## src/rtl/mux_arb_pkg.sv

```systemverilog
// Shared constants for the two-requester mux arbiter: state encoding and counter sizing.
package mux_arb_pkg;

   localparam logic [1:0] IDLE = 2'b00;
   localparam logic [1:0] G0   = 2'b01;
   localparam logic [1:0] G1   = 2'b10;

   // Tenure counter width; never narrower than one bit.
   function automatic int cnt_w(input int max_hold);
      return (max_hold > 2) ? $clog2(max_hold) : 1;
   endfunction

endpackage

```

## src/rtl/mux_arbiter_if.sv

```systemverilog
// Request/data/grant bundle between requesters and the arbiter; master = requester side.
interface mux_arbiter_if #(
   parameter int DATA_W = 1
);
   logic [1:0]        req;
   logic [DATA_W-1:0] x;
   logic [DATA_W-1:0] y;
   logic [1:0]        grant;
   logic              sel;
   logic              busy;
   logic [DATA_W-1:0] m;

   modport master (output req, x, y, input grant, sel, busy, m);
   modport slave  (input req, x, y, output grant, sel, busy, m);
endinterface

```

## src/rtl/mux2to1_w.sv

```systemverilog
// DATA_W-bit 2:1 mux, purely combinational (s=0 -> x, s=1 -> y).
module mux2to1_w #(
   parameter int DATA_W = 1
) (
   input  logic [DATA_W-1:0] x,
   input  logic [DATA_W-1:0] y,
   input  logic              s,
   output logic [DATA_W-1:0] m
);
   assign m = s ? y : x;
endmodule

```

## src/rtl/mux_arbiter.sv

```systemverilog
// Round-robin owner of a shared 2:1 mux; grant/sel/busy one cycle after req, m zero-latency.
// Holder keeps the mux until it drops req or hits MAX_HOLD cycles while the other waits.
module mux_arbiter
   import mux_arb_pkg::*;
#(
   parameter int DATA_W   = 1,
   parameter int MAX_HOLD = 8
) (
   input  logic          clock,
   input  logic          reset,
   mux_arbiter_if.slave  bus
);

   localparam int                CNT_W   = cnt_w(MAX_HOLD);
   localparam logic [CNT_W-1:0]  CNT_MAX = CNT_W'(MAX_HOLD - 1);

   logic [1:0]        state_q, state_d;
   logic [CNT_W-1:0]  cnt_q, cnt_d;
   logic              ptr_q, ptr_d;
   logic              sel_q, sel_d;
   logic [1:0]        grant_q, grant_d;
   logic              busy_q, busy_d;
   logic [DATA_W-1:0] mux_m;

   always_comb begin
      state_d = state_q;
      cnt_d   = cnt_q;
      ptr_d   = ptr_q;
      unique case (state_q)
         IDLE: begin
            cnt_d = '0;
            unique case (bus.req)
               2'b01:   state_d = G0;
               2'b10:   state_d = G1;
               2'b11:   state_d = ptr_q ? G0 : G1;
               default: state_d = IDLE;
            endcase
         end
         G0: begin
            if (!bus.req[0] || (cnt_q == CNT_MAX && bus.req[1])) begin
               ptr_d   = 1'b0;
               cnt_d   = '0;
               state_d = bus.req[1] ? G1 : IDLE;
            end else if (cnt_q != CNT_MAX) begin
               cnt_d = cnt_q + 1'b1;
            end
         end
         G1: begin
            if (!bus.req[1] || (cnt_q == CNT_MAX && bus.req[0])) begin
               ptr_d   = 1'b1;
               cnt_d   = '0;
               state_d = bus.req[0] ? G0 : IDLE;
            end else if (cnt_q != CNT_MAX) begin
               cnt_d = cnt_q + 1'b1;
            end
         end
         default: begin
            state_d = IDLE;
            cnt_d   = '0;
         end
      endcase

      // Outputs are encoded from the next state so they register alongside it.
      sel_d   = sel_q;
      grant_d = 2'b00;
      if (state_d == G0) begin
         sel_d   = 1'b0;
         grant_d = 2'b01;
      end else if (state_d == G1) begin
         sel_d   = 1'b1;
         grant_d = 2'b10;
      end
      busy_d = |grant_d;
   end

   always_ff @(posedge clock) begin
      if (reset) begin
         state_q <= IDLE;
         cnt_q   <= '0;
         ptr_q   <= 1'b1;
         sel_q   <= 1'b0;
         grant_q <= 2'b00;
         busy_q  <= 1'b0;
      end else begin
         state_q <= state_d;
         cnt_q   <= cnt_d;
         ptr_q   <= ptr_d;
         sel_q   <= sel_d;
         grant_q <= grant_d;
         busy_q  <= busy_d;
      end
   end

   mux2to1_w #(.DATA_W(DATA_W)) u_mux (
      .x (bus.x),
      .y (bus.y),
      .s (sel_q),
      .m (mux_m)
   );

   assign bus.grant = grant_q;
   assign bus.sel   = sel_q;
   assign bus.busy  = busy_q;
   assign bus.m     = busy_q ? mux_m : '0;

endmodule

```

## src/flat_wrapper.sv

```systemverilog
// flat-port wrapper written by rule: the top's interface ports become plain ports
module mux_arbiter_flat import mux_arb_pkg::*;
#(
   parameter int DATA_W   = 1,
   parameter int MAX_HOLD = 8
)
  (clock, reset, bus_req, bus_x, bus_y, bus_grant, bus_sel, bus_busy, bus_m);
  mux_arbiter_if #(.DATA_W(DATA_W)) bus_i ();
  input  logic clock;
  input  logic reset;
  input wire logic [$bits(bus_i.req)-1:0] bus_req;
  input wire logic [$bits(bus_i.x)-1:0] bus_x;
  input wire logic [$bits(bus_i.y)-1:0] bus_y;
  output wire logic [$bits(bus_i.grant)-1:0] bus_grant;
  output wire logic [$bits(bus_i.sel)-1:0] bus_sel;
  output wire logic [$bits(bus_i.busy)-1:0] bus_busy;
  output wire logic [$bits(bus_i.m)-1:0] bus_m;
  assign bus_i.req = bus_req;
  assign bus_i.x = bus_x;
  assign bus_i.y = bus_y;
  assign bus_grant = bus_i.grant;
  assign bus_sel = bus_i.sel;
  assign bus_busy = bus_i.busy;
  assign bus_m = bus_i.m;
  mux_arbiter #(.DATA_W(DATA_W), .MAX_HOLD(MAX_HOLD)) u_core (.clock(clock), .reset(reset), .bus(bus_i));
endmodule
```

## config.mk

```make
export PLATFORM = sky130hd
export DESIGN_NAME = mux_arbiter_flat
export DESIGN_NICKNAME = d
export VERILOG_FILES = /design/src/rtl/mux_arb_pkg.sv /design/src/rtl/mux_arbiter_if.sv /design/src/rtl/mux2to1_w.sv /design/src/rtl/mux_arbiter.sv /design/src/flat_wrapper.sv
export SDC_FILE = /design/constraint.sdc
export NUM_CORES = 1
export LEC_CHECK = 0
export CORE_AREA = 3 3 40 42
export DETAILED_ROUTE_END_ITERATION = 8
export DIE_AREA = 0 0 43 45
export PLACE_DENSITY_LB_ADDON = 0.2
export SYNTH_ARGS = -nofsm -noshare
export SYNTH_HDL_FRONTEND = slang
export SYNTH_HIERARCHICAL = 1
export SYNTH_SLANG_ARGS = --single-unit
```

## constraint.sdc

```tcl
create_clock -name clock -period 2.3 [get_ports clock]
set_clock_uncertainty 0.05 [all_clocks]
set_input_delay 0.69 -clock clock [delete_from_list [all_inputs] [get_ports clock]]
set_output_delay 0.69 -clock clock [all_outputs]
set_load 0.05 [all_outputs]
```

==> results of run 1 <==
==> Yosys cell counts, types with 3 or more instances <==
cell and instances:
nor3_1 5, ha_1 8, dfxtp_1 10, a21oi_1 3
nor2_1 3
==> worst min-delay path, delay by kind of cell (launching register included) <==
kind	cells	cell delay, ns
flip-flops	1	0.34
AND/OR/NAND/NOR	2	0.16
==> layer usage <==
metal  track usage, %  share of wire [%]  vias to the layer above  wire length, um
met5                0                  0                        -                0
met4            7.831               0.78                        0               10
met3            4.781                3.6                        2               46
met2            25.75                 52                       15              658
met1            17.52                 44                      261              558
li1                 -                  -                      271                -
==> worst max-delay path by stage <==
stage / endpoint / slack [ns] / cells after the start
2_1_floorplan: bus_m / 0.26 / 2
3_5_place_dp: u_core/bus.grant[1]$_SDFF_PP0_ / -0.30 / 6
5_1_grt: bus_sel / 0.05 / 1
4_1_cts: u_core/bus.sel$_SDFFE_PP0N_ / 0.01 / 7
3_3_place_gp: u_core/bus.busy$_SDFF_PP0_ / -0.24 / 6
6_report: bus_sel / 0.10 / 1
==> where the power goes <==
part	switching (mW)	total (mW)	internal, mW	leakage, nW
sequential	0.00707	0.190	0.183	0.0815
clock	0.0614	0.157	0.0961	0.0210
combinational	0.0696	0.129	0.0595	0.255
total	0.138	0.476	0.338	0.358
==> kinds of logic after synthesis <==
group,share of synthesized area (%)
and+or+nand+nor,21.40
AOI/OAI and AO/OA,19.40
DFF,32.00
xor gates and xnor gates,1.400
adders and majority gates,16.00
buffers and inverters,4.201
muxes,5.599
==> layout make-up <==
type                    instances  share of cell area, %
flip-flops and latches         10                  24.84
clock buffers                   4                  4.503
repair buffers                 13                  16.77
well taps                      15                  2.329
inverters                       2                 0.9317
multi-input cells              52                  50.62
==> per-stage QoR <==
stage / hold WS (ns) / setup TNS [ns] / power [mW] / cells
2_1_floorplan: 0.4515 / 0 / 0.2759 / 66
6_report: 0.4875 / 0 / 0.4764 / 96
3_3_place_gp: 0.4646 / -0.9881 / 0.3141 / 91
4_1_cts: 0.4887 / 0 / 0.4793 / 95
3_5_place_dp: 0.4762 / -1.203 / 0.3168 / 91
5_1_grt: 0.5210 / 0 / 0.5032 / 96
==> flip-flops by register name, indices dropped and copies added, names as in the netlist <==
name              flops
u_core/ptr_q          1
u_core/bus.sel        1
u_core/cnt_q          3
u_core/bus.busy       1
u_core/bus.grant      2
u_core/state_q        2
==> timing repair <==
| item | 4_1_cts | 5_1_grt |
|---|---|---|
| pin swaps | 1 | 1 |
| hold buffers | 0 | 0 |
| resized for setup | 3 | 3 |
| setup endpoints to repair | 4 | 4 |
| cloned | 0 | 0 |
| buffers inserted | 0 | 1 |
| hold endpoints to repair | 0 | 0 |
==> results.json, run 1 <==
{
  "p_leak_nw": 0.3578,
  "nNetsFinal": 96,
  "seqCellArea_um2": 200.2,
  "drcViolationCount": 0,
  "crit_path_start": "u_core/bus.sel$_SDFFE_PP0N_",
  "numCtsBuffers": 3,
  "fill_cells": 110,
  "gp_congestion": 0.7338,
  "placementRows": 13,
  "diodes": 0,
  "critPathSlowestCell": "clkdlybuf4s50_1",
  "syn_avg_cell_area_um2": 9.479,
  "most-common-layout-cells": "dfxtp_1, ha_1, clkdlybuf4s50_1, nor3_1",
  "start_kind": "register",
  "antenna_left": 0,
  "cp_data_required_time_ns": 1.56,
  "num_vias": 549,
  "via_per_inst": 5.719,
  "synth_cells": 66,
  "post-route-util_pct": 62.71,
  "async_flop_share_pct": 0,
  "area_delta_synth_final_pct": 28.80,
  "first_pass_iters": 4,
  "antenna_found_initial": 0,
  "clk_latency_ns": 0.26,
  "yosysTopAreaCell": "dfxtp_1",
  "dp_hpwl_um": 948.3,
  "slew_headroom_pct": 66.83,
  "fin_area_um2": 805.8,
  "synth_edf_count": 0,
  "worstReg2RegStart": "u_core/state_q[0]$_SDFF_PP0_",
  "routedWlPerCell_um": 13.27,
  "start_util_pct": 48.69,
  "die_y_um": 45,
  "r2r_cells": 7,
  "grt.total_usage_pct": 15.29,
  "cts-htree-levels": 1,
  "layout_commonest_cell": "dfxtp_1",
  "hold_viol_final": 0,
  "ys_seq_elements": 10,
  "whs_endpoint": "u_core/bus.sel$_SDFFE_PP0N_",
  "crit_path_cell_trace": "clkdlybuf4s50_1",
  "overflow": 0,
  "yosysUniqueCellTypes": 33,
  "ys.flop_type": "dfxtp_1",
  "drv_cap": 0,
  "hold_path.startpoint": "u_core/bus.sel$_SDFFE_PP0N_",
  "dieArea_mm2": 0.001935,
  "dr.first_iter.drc_count": 26,
  "fin_crit_ns": 2.197,
  "ys_seq_area_share_pct": 32.00,
  "grt_max_degree": 9,
  "pre_cts_ws_ns": -0.3025,
  "syn_area_um2": 625.6,
  "cp_max_fo": 3,
  "fin_crit_sh_pct": 95.51,
  "post_route_cells_drive_above_1_share_pct": 20.99,
  "yosys_warnings": 6,
  "endpoint_kind": "output port",
  "core_mm2": 0.001285,
  "min_delay_path_depth": 2,
  "crit_type": "reg2out",
  "cts_tree": "built",
  "finalWirelength_mm": 1.274,
  "outcome": "complete, no violations",
  "cp_num_buf_inv": 1,
  "slew_violations": 0,
  "arrival_ns": 1.46,
  "timing.rr.end": "u_core/bus.sel$_SDFFE_PP0N_",
  "cts.path.max_buffers": 2,
  "max_clock_freq_mhz": 455.2,
  "setup-violations-final": 0,
  "max_stage_delay_ns": 0.82,
  "worst_pin_slew_ns": 0.4959,
  "grt_pass1_wl_mm": 2.194,
  "multiInputGateArea_um2": 407.9,
  "die_w_um": 43,
  "clock_sinks": 10,
  "worst_slack_ns": 0.1033,
  "grt_pass1_vias": 534,
  "synth_top_cell_area_share_pct": 32.00,
  "synth_fp_nets": 80,
  "port_buffers": 10,
  "p_per_area_mw_per_mm2": 591.2,
  "io_pins": 11,
  "path_clk_slew_ns": 0.07,
  "placed_cell_area_um2": 750.7,
  "cp_top_family": "buffers and inverters",
  "ir_worst_vdd_mv": 0.2898,
  "r2r_slack_ns": 0.26,
  "rsz0062_at_grt": "no",
  "min_path_type": "reg2reg",
  "synth.area.top_cells": "dfxtp_1, ha_1, nor3_1",
  "cts-root-buf": "clkbuf_4"
}
No activity file was read; power rests on OpenSTA's default activity.
==> run 2, diff against run 1 <==
--- a/config.mk
+++ b/config.mk
@@ -8,6 +8,7 @@
 export CORE_AREA = 3 3 40 42
 export DETAILED_ROUTE_END_ITERATION = 8
 export DIE_AREA = 0 0 43 45
+export HOLD_SLACK_MARGIN = 0.08
 export PLACE_DENSITY_LB_ADDON = 0.2
 export SYNTH_ARGS = -nofsm -noshare
 export SYNTH_HDL_FRONTEND = slang
==> results of run 2 <==
No change in the layout: final DEF, timing and power equal those of run 1.
==> run 3, diff against run 2 <==
--- a/config.mk
+++ b/config.mk
@@ -5,7 +5,9 @@
 export SDC_FILE = /design/constraint.sdc
 export NUM_CORES = 1
 export LEC_CHECK = 0
+export CAP_MARGIN = 20
 export CORE_AREA = 3 3 40 42
+export CTS_CLUSTER_SIZE = 16
 export DETAILED_ROUTE_END_ITERATION = 8
 export DIE_AREA = 0 0 43 45
 export HOLD_SLACK_MARGIN = 0.08
==> results of run 3 <==
No change in the layout: final DEF, timing and power equal those of run 1.
